### config.mk
export PLATFORM = sky130hd
export DESIGN_NAME = half_to_int
export DESIGN_NICKNAME = d
export VERILOG_FILES = /design/src/rtl/half_pkg.sv /design/src/rtl/half_unpack.sv /design/src/rtl/half_to_int.sv
export SDC_FILE = /design/constraint.sdc
export NUM_CORES = 1
export LEC_CHECK = 0
export ABC_AREA = 1
export CAP_MARGIN = 10
export CORE_UTILIZATION = 60
export CTS_CLUSTER_SIZE = 30
export DETAILED_ROUTE_END_ITERATION = 8
export GPL_ROUTABILITY_DRIVEN = 0
export PLACE_DENSITY = 0.95
export SYNTH_ARGS = -nofsm -noshare
export SYNTH_HDL_FRONTEND = slang
export SYNTH_SLANG_ARGS = --single-unit
### constraint.sdc
create_clock -name clk -period 4.87 [get_ports clk]
set_clock_uncertainty 0.05 [all_clocks]
set_input_delay 0.7305 -clock clk [delete_from_list [all_inputs] [get_ports clk]]
set_output_delay 0.7305 -clock clk [all_outputs]
set_load 0.02 [all_outputs]
### src/rtl/half_pkg.sv
// Shared binary16 definitions for the half-precision datapath blocks.
// Contents: field widths and bias, half_t operand layout, operand classes,
// and the half_to_int converter state encoding.
package half_pkg;

  localparam int unsigned HALF_W   = 16;
  localparam int unsigned EXP_W    = 5;
  localparam int unsigned MAN_W    = 10;
  localparam int unsigned EXP_BIAS = 15;
  localparam int unsigned EXP_MAX  = 31;

  // Significand with hidden bit, and an accumulator wide enough for the
  // largest finite left shift (exp 30 -> 15 positions).
  localparam int unsigned SIG_W = MAN_W + 1;
  localparam int unsigned ACC_W = SIG_W + EXP_MAX - 1 - EXP_BIAS;
  localparam int unsigned CNT_W = 4;

  typedef struct packed {
    logic             sign;
    logic [EXP_W-1:0] exp;
    logic [MAN_W-1:0] man;
  } half_t;

  typedef enum logic [2:0] {HC_ZERO, HC_SUB, HC_NORM, HC_INF, HC_NAN} half_class_t;

  typedef enum logic [1:0] {IDLE, ALIGN, PACK, DONE} h2i_state_t;

endpackage

### src/rtl/half_unpack.sv
// Combinational binary16 field decoder, shared by half-precision blocks.
// Ports:
//   op    in   half_t        operand
//   cls   out  half_class_t  zero / subnormal / normal / inf / NaN
//   sign  out  1             sign bit
//   sig   out  SIG_W         significand, hidden bit included for normals
//   uexp  out  EXP_W+1 s     unbiased exponent (subnormals use 1-bias)
module half_unpack
  import half_pkg::*;
(
  input  half_t                   op,
  output half_class_t             cls,
  output logic                    sign,
  output logic [SIG_W-1:0]        sig,
  output logic signed [EXP_W:0]   uexp
);

  always_comb begin
    sign = op.sign;
    cls  = HC_NORM;
    sig  = {1'b1, op.man};
    uexp = $signed((EXP_W+1)'(op.exp)) - $signed((EXP_W+1)'(EXP_BIAS));
    if (op.exp == '0) begin
      sig  = {1'b0, op.man};
      uexp = $signed((EXP_W+1)'(1)) - $signed((EXP_W+1)'(EXP_BIAS));
      cls  = (op.man == '0) ? HC_ZERO : HC_SUB;
    end else if (op.exp == EXP_W'(EXP_MAX)) begin
      cls = (op.man == '0) ? HC_INF : HC_NAN;
    end
  end

endmodule

### src/rtl/half_to_int.sv
// Multi-cycle binary16 -> signed INT_W converter; truncates toward zero,
// saturates out-of-range and infinite operands, flags NaN and inexact.
// Ports:
//   clk, nrst             clock; asynchronous active-high reset
//   in_valid/in_ready     operand handshake (ready only when idle)
//   in_half               binary16 operand
//   out_valid/out_ready   result handshake
//   out_int               signed result
//   out_ovf/inv/inx       saturated / NaN operand / fraction discarded
module half_to_int
  import half_pkg::*;
#(
  parameter int unsigned INT_W = 16
) (
  input  logic              clk,
  input  logic              nrst,
  input  logic              in_valid,
  output logic              in_ready,
  input  logic [HALF_W-1:0] in_half,
  output logic              out_valid,
  input  logic              out_ready,
  output logic [INT_W-1:0]  out_int,
  output logic              out_ovf,
  output logic              out_inv,
  output logic              out_inx
);

  // Magnitude compares are done in a width that holds both the 16-bit
  // integer part and 2^(INT_W-1) for INT_W up to 32.
  localparam int unsigned      CMP_W   = 34;
  localparam logic [CMP_W-1:0] MAX_MAG = CMP_W'((64'd1 << (INT_W - 1)) - 64'd1);
  localparam logic [CMP_W-1:0] MIN_MAG = CMP_W'(64'd1 << (INT_W - 1));
  localparam logic [INT_W-1:0] MAX_INT = {1'b0, {(INT_W-1){1'b1}}};
  localparam logic [INT_W-1:0] MIN_INT = {1'b1, {(INT_W-1){1'b0}}};

  h2i_state_t         state_q, state_d;
  logic [ACC_W-1:0]   acc_q, acc_d;
  logic [CNT_W-1:0]   cnt_q, cnt_d;
  half_class_t        cls_q, cls_d;
  logic               sign_q, sign_d;
  logic               lt_one_q, lt_one_d;
  logic [INT_W-1:0]   out_int_d;
  logic               out_valid_d, out_ovf_d, out_inv_d, out_inx_d;

  half_class_t          u_cls;
  logic                 u_sign;
  logic [SIG_W-1:0]     u_sig;
  logic signed [EXP_W:0] u_uexp;

  logic [CMP_W-1:0]     mag_w;
  logic                 frac_nz;

  half_unpack u_unpack (
    .op   (half_t'(in_half)),
    .cls  (u_cls),
    .sign (u_sign),
    .sig  (u_sig),
    .uexp (u_uexp)
  );

  assign in_ready = (state_q == IDLE);
  assign mag_w    = CMP_W'(acc_q[ACC_W-1:MAN_W]);
  assign frac_nz  = |acc_q[MAN_W-1:0];

  // Next-state, datapath and output-register next values
  always_comb begin
    state_d     = state_q;
    acc_d       = acc_q;
    cnt_d       = cnt_q;
    cls_d       = cls_q;
    sign_d      = sign_q;
    lt_one_d    = lt_one_q;
    out_valid_d = out_valid;
    out_int_d   = out_int;
    out_ovf_d   = out_ovf;
    out_inv_d   = out_inv;
    out_inx_d   = out_inx;

    case (state_q)
      IDLE: begin
        if (in_valid) begin
          acc_d    = ACC_W'(u_sig);
          cls_d    = u_cls;
          sign_d   = u_sign;
          // |x| < 1 includes normals with a negative unbiased exponent
          lt_one_d = (u_cls == HC_ZERO) || (u_cls == HC_SUB) ||
                     ((u_cls == HC_NORM) && u_uexp[EXP_W]);
          cnt_d    = ((u_cls == HC_NORM) && !u_uexp[EXP_W]) ? CNT_W'(u_uexp) : '0;
          state_d  = ALIGN;
        end
      end

      ALIGN: begin
        if (cnt_q != '0) begin
          acc_d = acc_q << 1;
          cnt_d = cnt_q - CNT_W'(1);
        end else begin
          state_d = PACK;
        end
      end

      PACK: begin
        out_int_d   = '0;
        out_ovf_d   = 1'b0;
        out_inv_d   = 1'b0;
        out_inx_d   = 1'b0;
        out_valid_d = 1'b1;
        state_d     = DONE;
        if (cls_q == HC_NAN) begin
          out_inv_d = 1'b1;
        end else if (cls_q == HC_INF) begin
          out_ovf_d = 1'b1;
          out_int_d = sign_q ? MIN_INT : MAX_INT;
        end else if (lt_one_q) begin
          out_inx_d = (cls_q != HC_ZERO);
        end else if (!sign_q) begin
          if (mag_w > MAX_MAG) begin
            out_ovf_d = 1'b1;
            out_int_d = MAX_INT;
          end else begin
            out_int_d = INT_W'(mag_w);
            out_inx_d = frac_nz;
          end
        end else begin
          // Exactly 2^(INT_W-1) negates to MIN without saturating
          if (mag_w > MIN_MAG) begin
            out_ovf_d = 1'b1;
            out_int_d = MIN_INT;
          end else begin
            out_int_d = INT_W'(CMP_W'(0) - mag_w);
            out_inx_d = frac_nz;
          end
        end
      end

      DONE: begin
        if (out_ready) begin
          out_valid_d = 1'b0;
          state_d     = IDLE;
        end
      end

      default: state_d = IDLE;
    endcase
  end

  // State, datapath and output registers
  always_ff @(posedge clk or posedge nrst) begin
    if (nrst) begin
      state_q   <= IDLE;
      acc_q     <= '0;
      cnt_q     <= '0;
      cls_q     <= HC_ZERO;
      sign_q    <= 1'b0;
      lt_one_q  <= 1'b0;
      out_valid <= 1'b0;
      out_int   <= '0;
      out_ovf   <= 1'b0;
      out_inv   <= 1'b0;
      out_inx   <= 1'b0;
    end else begin
      state_q   <= state_d;
      acc_q     <= acc_d;
      cnt_q     <= cnt_d;
      cls_q     <= cls_d;
      sign_q    <= sign_d;
      lt_one_q  <= lt_one_d;
      out_valid <= out_valid_d;
      out_int   <= out_int_d;
      out_ovf   <= out_ovf_d;
      out_inv   <= out_inv_d;
      out_inx   <= out_inx_d;
    end
  end

endmodule

======== Yosys cells after proc, flatten, opt, wreduce, memory -nomap -nowiden ========
Index checks and enable logic that the tools add are counted.
word-level totals
  output and inout bits ................... 21
  register bits after elaboration ......... 57
  logic and storage cells ................. 85
  input bits .............................. 20
operators by class
  equal/unequal tests ..................... 12
  multiplexer cells ....................... 39
  reductions and logical operators ........ 18
  add/sub/neg operators ................... 3
  magnitude comparators ................... 2
operators with widths
  kind                                                                    count
  16-bit 2-to-1 mux                                                       7
  26-bit 2-to-1 mux                                                       2
  26-bit one-hot mux with 2 select lines                                  1
  16-bit by 15-bit > comparator with 1-bit output, second input constant  1
  16-bit > comparator, second input constant                              1
  1-bit by 16-bit subtractor with 16-bit output, first input constant     1
  1-bit 2-to-1 mux                                                        15
  4-bit 2-to-1 mux                                                        3
  11-bit 2-to-1 mux                                                       1
  10-bit zero test                                                        1
  10-bit OR reduction                                                     1
  3-bit 2-to-1 mux                                                        3
  2-bit != test, second input constant                                    4
  2-bit one-hot mux with 4 select lines                                   1
  4-bit one-hot mux with 2 select lines                                   1
  3-bit by 2-bit == test with 1-bit output, second input constant         2
  2-bit 2-to-1 mux                                                        3
  6-bit 2-to-1 mux                                                        1
  3-bit AND reduction                                                     2
  5-bit by 4-bit subtractor with 6-bit output, second input constant      1
  5-bit == test, second input constant                                    1
  5-bit zero test                                                         1
  2-bit == test, second input constant                                    2
  2-bit AND reduction                                                     2
  13 further kinds                                                        16

======== Depth between registers and ports, before layout ========
Gate-level depths: netlist of run 1.
  word-level depth ........................ 9
  gate-level depth with buffers ........... 12
  mapped depth without buffers ............ 12

======== Cells and area by module ========
A second synthesis of run 1 with hierarchy kept.
second synthesis, totals
  cells, all modules ...................... 500
  area, all modules ....................... 3621.0 µm²
modules (own cells, without submodules)
  module       area each (µm²)  sequential area each (µm²)  cells an instance  times used
  half_to_int  3325.7           1426.4                      451                1
  half_unpack  295.3            0.0                         49                 1

======== Worst setup path before layout of run 1 ========
Ideal clock, no wire load.
  path type ............................... reg-to-reg
  start ................................... reg state_q[0]
  end ..................................... reg acc_q[3]
  data arrival time ....................... 1.612 ns
  buffers on the path ..................... 1
  required time ........................... 4.690 ns
  slack ................................... 3.078 ns
  stages on the path, launching flop included .. 10
  setup time .............................. 0.130 ns
  period minus slack after synthesis ...... 1.792 ns
  path through ............................ dfrtp_1 -> inv_1 -> ha_1 -> inv_1 -> or2_1 -> nand3_2 -> inv_2 -> buf_2 -> o211ai_1 -> o21ai_0
on the way
  cells in the longest elaborated chain, start to end .. 3
  elaborated cells between the ends (all ways) .. 7
  classes of those cells .................. eq/ne (3); mux (1); reduce/logical (3)
ends and longest elaborated chain
  what                                                                         line                text
  start: declaration                                                           half_to_int.sv:36   h2i_state_t state_q, state_d;
  start signal: assignment                                                     half_to_int.sv:162  state_q <= state_d;
  2-bit zero test (*)                                                          -
  via in_ready                                                                 half_to_int.sv:18   output logic in_ready,
  2-bit != test (no source line) / 2-bit nonzero test (equally long branches)  -
  3-bit AND reduction (no source line)                                         -
  end signal: assignment                                                       half_to_int.sv:151  acc_q <= '0;
  end signal: assignment                                                       half_to_int.sv:163  acc_q <= acc_d;
  end: declaration                                                             half_to_int.sv:37   logic [ACC_W-1:0] acc_q, acc_d;
Mark *: on every way through the listed nets, which the timed path passes. The rest lies on a longest branch.
A chain may end at the register's enable or synchronous reset.

======== Worst setup path after layout of run 1 ========
  start ................................... reg state_q[1]
  end ..................................... reg acc_q[8]
on the way
  cells in the longest elaborated chain, start to end .. 3
  elaborated cells between the ends (all ways) .. 7
  classes of those cells .................. eq/ne (3); mux (1); reduce/logical (3)
ends and longest elaborated chain
  what                                                                                line               text
  2-bit by 1-bit == test with 1-bit output / 2-bit zero test (equally long branches)  half_to_int.sv:79  case (state_q)
  2-bit != test (no source line) / 2-bit nonzero test (equally long branches)         -
  3-bit AND reduction (no source line)                                                -
Several ways; a longest one is shown, not always the timed one.

==> results of run 1 <==
==> report_power, final <==
group | total, mW | internal, mW | leakage [nW] | switching (mW)
logic | 1.16 | 0.420 | 1.12 | 0.741
registers | 0.745 | 0.633 | 0.737 | 0.112
clock network | 0.364 | 0.189 | 0.0782 | 0.175
==> worst min-delay path, cell delays in order, from the launching register on <==
cell,delay (ps)
dfrtp_1,340
nand2_1,50
nand2_1,50
==> placed cells by master (no fill, tap or decap), types with 7 or more instances in the layout <==
master,netlist,final
o21ai_0,50,50
nand4_1,7,7
clkbuf_8,0,10
o22ai_1,7,7
o211ai_1,10,10
clkdlybuf4s50_1,0,40
nand2_1,127,127
dfrtp_1,57,57
inv_1,55,54
nor2_1,40,40
nand3_1,33,33
ha_1,8,8
==> final cells by class <==
| class | instances | area (um^2) |
|---|---|---|
| fill | 413 | 1320 |
| timing repair buffer | 42 | 415 |
| inverter | 58 | 223 |
| sequential | 57 | 1430 |
| tap | 70 | 87.6 |
| clock buffer | 12 | 145 |
| multi-input combinational | 322 | 1580 |
| clock inverter | 1 | 5.00 |
==> path summary, 6_finish.rpt <==
kind / start / to / slack (ps) / cells past startpoint
min in group asynchronous: nrst / out_int[8] / 860 / 3
setup / recovery: state_q[1] / acc_q[8] / 2290 / 9
setup reg to reg: state_q[1] / acc_q[8] / 2290 / 9
max in group asynchronous: nrst / acc_q[12] / 3430 / 3
hold reg to reg: out_int[10] / out_int[10] / 430 / 2
hold / removal: out_int[10] / out_int[10] / 430 / 2
==> sequential cells by signal, indices dropped and copies added (netlist names) <==
name,count
acc_q,26
cls_q,3
cnt_q,4
lt_one_q,1
out_int,16
out_inv,1
out_inx,1
out_ovf,1
out_valid,1
sign_q,1
state_q,2
==> metal layers <==
layer	vias up	wire, um	share of wire [%]	global-route usage, %
met5	-	0	0	0
met4	0	108	1.5	11.5
met3	16	440	6.1	6.23
met2	133	3600	50	48.1
met1	1461	3020	42	32.5
li1	1543	-	-	-
==> stage by stage <==
step                setup WS [ps]  util (%)
floorplan                    2690         -
global placement             2390      71.7
detailed placement           2290      71.7
CTS                          2280      74.6
global route                 1940      74.6
finish                       2290      74.6
==> synthesized netlist by cell type, types with 2 or more instances <==
cell type,n,area (um^2)
nand2_1,127,477
dfrtp_1,57,1430
inv_1,55,206
o21ai_0,50,250
nor2_1,40,150
nand3_1,33,165
o211ai_1,10,75.1
ha_1,8,100
buf_2,7,35.0
nand4_1,7,43.8
o22ai_1,7,43.8
a21oi_1,6,30.0
clkbuf_1,6,22.5
nor2_2,5,31.3
nor3_1,5,25.0
xor2_1,4,35.0
o31ai_1,3,22.5
a22oi_1,2,15.0
buf_1,2,7.51
buf_4,2,15.0
inv_2,2,7.51
nand2_2,2,12.5
nand3_2,2,20.0
o21ai_1,2,10.0
==> logic make-up (layout without fill, tap and decap cells) <==
group	Yosys count	in the layout	synth area share, %
compound gates	84	84	14.5
xor+xnor	5	5	1.32
fa+ha+maj	8	8	3.02
buf+inv	75	113	9.15
flops	57	57	43.1
simple gates	225	225	28.9
==> impl_results.md, run 1 <==
- Worst slew pin tran: ~710 ps
- Port buffer count: 40
- Worst path required time: 5070 ps
- Iter 0 DRT Violations: 319
- Crit-path most repeated cell: inv_1
- Half-perimeter wire length after placement: 5210 um
- Unrepaired setup endpoints after global routing: false
- Share of post-route cells with drive strength above 1: 5.89%
- Outcome: complete, no violations
- Slowest cell on the critical path: inv_2
- Nets: 518
- Post-DP Area: between 0.003 and 0.004 mm^2
- Max Clock Freq: 387 MHz
- CTS Hold Bufs: 0
- First-pass GRT wire length: 12800 um
- DRC Markers: 0
- Dominant synthesized flop cell: dfrtp_1
- CP max stage delay: 530 ps
- Worst setup SP type: flop
- Total GRT Usage: 27.5%
- Die Area: 0.00582 mm^2
- CTS Buf Count: 9
- Fin. Hold Viols: 0
- Via density: 5.61
- Die height: 76.3 um
- Maximum capacitance violations: 0
- DRT Pass-1 Iters: 5
- Power Total: 2.27 mW
- Row count: 26
- GR Overflow Total: 0
- CP top delay family: buffers and inverters
- Setup TNS: 0 ps
- Peak VDD IR: between 300 and 400 uV
- Initial antenna violation count: 0
- Final Critical Period: 2580 ps
- Post-CTS sizing: 0
- Max Slew Vio Count: 0
- Wirelength, routed: 7160 um
- Total core area: 0.00520 mm^2
- Diodes inserted: 0
- Leakage: between 1.5 and 2 nW
- Post-Place Cells: 549
- Final worst-path cycle share: 53.1%
- # clock sinks: 57
- Setup Buffers After CTS: 0
- Cell Count, Final, Fillers Out: 562
- Maximum number of pins on one net before global-route repair: 58
- Synthesis warning total: 0
- CP Buf/Inv Count: 4
- Vias in the first global route: 3027
- IO Count: 41
- Final ANT Viol Nets: 0
- Clock tree buffer depth: 2
- Via count: 3153
- Crit. End Element: flop
- CP Cell Sequence: inv_1 > ha_1 > buf_4 > inv_1 > nand2_1 > nand3_2 > inv_2 > o211ai_1 > o21ai_0
- Asr flop ratio synth: 100%
- Syn_nets: between 400 and 500
- WL/cell: between 10 and 15 um
- Die W: 76.3 um
- Hold Crit Class: reg -> reg
- WP data arrival: 2790 ps
- Setup violators final: 0
- Initial Util: between 60% and 70%
- Total power divided by cell area: 585 mW/mm^2
- Setup CP Type: reg -> reg
- Worst-path maximum fanout: 46
- Yosys reg bits: 57
- Syn Area/Cell: 7.29 um^2
- CTS tree: done
- Slew headroom: 52.8%
- Final hold slack: between 400 and 500 ps
- Clock latency on the worst-skew pair: 340 ps
- Post-synth EDFFs: 0
- Cell Area, Synth: 0.00331 mm^2
- Finished Cell Area: 0.00388 mm^2
- Syn Inst Count: 454
- Post-synth cell types: 34
- Root Buffer: clkbuf_8
- Clock Pin Slew Worst Setup and Hold Paths: 60 ps
- Area Growth Syn to Fin: 17.3%
- H-tree levels: 3
- Register area share after synthesis: 43.1%
No activity file was read; power rests on OpenSTA's default activity.
==> run 2: changes to the inputs <==
--- a/config.mk
+++ b/config.mk
@@ -7,11 +7,11 @@
 export LEC_CHECK = 0
 export ABC_AREA = 1
 export CAP_MARGIN = 10
-export CORE_UTILIZATION = 60
+export CORE_UTILIZATION = 50
 export CTS_CLUSTER_SIZE = 30
 export DETAILED_ROUTE_END_ITERATION = 8
 export GPL_ROUTABILITY_DRIVEN = 0
-export PLACE_DENSITY = 0.95
+export PLACE_DENSITY = 0.86
 export SYNTH_ARGS = -nofsm -noshare
 export SYNTH_HDL_FRONTEND = slang
 export SYNTH_SLANG_ARGS = --single-unit
==> constraint.sdc (replaced) <==
create_clock -name clk -period 2.15 [get_ports clk]
set_clock_uncertainty 0.05 [all_clocks]
set_input_delay 0.3225 -clock clk [delete_from_list [all_inputs] [get_ports clk]]
set_output_delay 0.3225 -clock clk [all_outputs]
set_load 0.02 [all_outputs]
==> impl_results.md, run 2 (same netlist as run 1, synthesis figures left out) <==
- Crit. End Element: primary output
- Worst slew pin tran: 601 ps
- Setup violators final: 0
- Row count: 29
- Total GRT Usage: 23.1%
- Final Critical Period: 2080 ps
- WL/cell: 12.7 um
- Share of post-route cells with drive strength above 1: around 8%
- Worst path required time: 1780 ps
- Reg2Reg Launch Point: state_q[0]
- Via count: between 3000 and 4000
- Finished Core Util: 62.7%
- Area Growth Syn to Fin: 21.0%
- Die Area: 0.00695 mm^2
- Clock latency on the worst-skew pair: 350 ps
- Wirelength, routed: 7340 um
- CTS Hold Bufs: 0
- IO Count: 41
- Max FFs per register: 26
- Cell Count, Final, Fillers Out: ~580
- # clock sinks: 57
- CTS tree: done
- Setup TNS: 0 ps
- Largest regs: acc_q (26), out_int (16), cnt_q (4)
- Iter 0 DRT Violations: 227
- Largest Register: acc_q
- Maximum number of pins on one net before global-route repair: 47
- Clock tree buffer depth: 2
- Post-CTS sizing: 0
- WL met1: 3350 um
- Peak VDD IR: 1030 uV
- Root Buffer: clkbuf_8
- Fin. Hold Viols: 0
- Max Clock Freq: 480 MHz
- Hold Crit Class: in -> async
- GR Overflow Total: 0
- Half-perimeter wire length after placement: ~5400 um
- DR WL met3: about 290 um
- Maximum capacitance violations: 0
- Leakage: 1.99 nW
- Diodes inserted: 0
- WP data arrival: 1710 ps
- H-tree levels: 3
- DRC Markers: 0
- Vias in the first global route: 2905
- Register-to-Register Path Depth: 8
- Worst setup margin: 66.5 ps
- Total power divided by cell area: 1360 mW/mm^2
- Nets: roughly 520
- Initial Util: 51.8%
- Clock Pin Slew Worst Setup and Hold Paths: 70 ps
- Max Used Layer: met4
- Die W: about 83 um
- Port buffer count: 40
- Metal2 WL: ~3500 um
- First-pass GRT wire length: 13000 um
- Worst setup SP type: flop
- Setup Buffers After CTS: 0
- Outcome: complete, no violations
- DRT Pass-1 Iters: 5
- Post-Place Cells: 562
- Commonest non-fill, non-tap cell in the layout: nand2_1
- Setup CP Type: reg -> out
- Slew headroom: between 50% and 60%
- Commonest non-fill, non-tap cells in the layout: nand2_1, dfrtp_1, inv_1
- Unrepaired setup endpoints after global routing: false
- Via density: ~5.4
- R2R Setup Slk: 250 ps
- Final ANT Viol Nets: 0
- Max Slew Vio Count: 0
- Final worst-path cycle share: a little over nine tenths
- Initial antenna violation count: 0
- Die height: 83.4 um
- CTS Buf Count: 9
- Worst-path maximum fanout: 4
- Place WS: 157 ps
- Worst R2R End: acc_q[3]
- Total core area: ~0.0064 mm^2
-- run 2: cell count changes in the layout (fill, tap and decap cells not counted) --
cell and delta:
buf_4 +5, clkinv_4 +2, clkinvlp_4 +2, clkbuf_1 -2
buf_12 +1, bufinv_16 +1
-- run 2: worst max-delay path: stages, from the launching register on --
cell             delay (ps)
dfrtp_1                 410
inv_1                   110
ha_1                    220
clkdlybuf4s50_1         620
-- run 2: area by class of cell --
cell class	instances	area (um^2)
multi-input cells	322	1580
clock inverters	6	67.6
fillers	583	2380
well taps	77	96.3
clock buffers	10	138
inverters	58	223
repair buffers	48	473
flip-flops and latches	57	1430
-- run 2: stage by stage --
stage	total power [mW]	hold WS, ps	instance area (um^2)
6_report	5.45	229	4010
5_1_grt	5.91	270	4010
2_1_floorplan	3.64	393	3310
3_3_place_gp	4.31	411	3800
4_1_cts	5.47	244	4010
3_5_place_dp	4.42	414	3800
-- run 2: worst max path at each step --
stage / depth (start not counted) / endpoint / slack [ps] / start
4_1_cts: 3 / in_ready / 60 / state_q[0]
6_report: 3 / in_ready / 70 / state_q[1]
3_5_place_dp: 6 / cls_q[1] / 160 / in_half[9]
2_1_floorplan: 9 / acc_q[3] / 360 / state_q[0]
5_1_grt: 3 / in_ready / 30 / state_q[1]
3_3_place_gp: 6 / cls_q[2] / 170 / in_half[9]
-- run 2: power breakdown --
group / internal (mW) / switching (mW) / total (mW)
Clock: 0.567 / 0.462 / 1.03
Sequential: 1.43 / 0.225 / 1.66
Combinational: 1.03 / 1.73 / 2.77
-- run 2: per-layer routing --
metal / track usage, % / up-vias
met3: 3.38 / 14
li1: - / 1563
met4: 11.9 / 0
met1: 29.2 / 1461
met2: 38.4 / 85
met5: 0 / -
==> run 3: changes to the inputs <==
--- a/config.mk
+++ b/config.mk
@@ -15,3 +15,4 @@
 export SYNTH_ARGS = -nofsm -noshare
 export SYNTH_HDL_FRONTEND = slang
 export SYNTH_SLANG_ARGS = --single-unit
+export TNS_END_PERCENT = 10
==> results of run 3 <==
The final DEF is identical to that of run 2; final timing and power are the same.
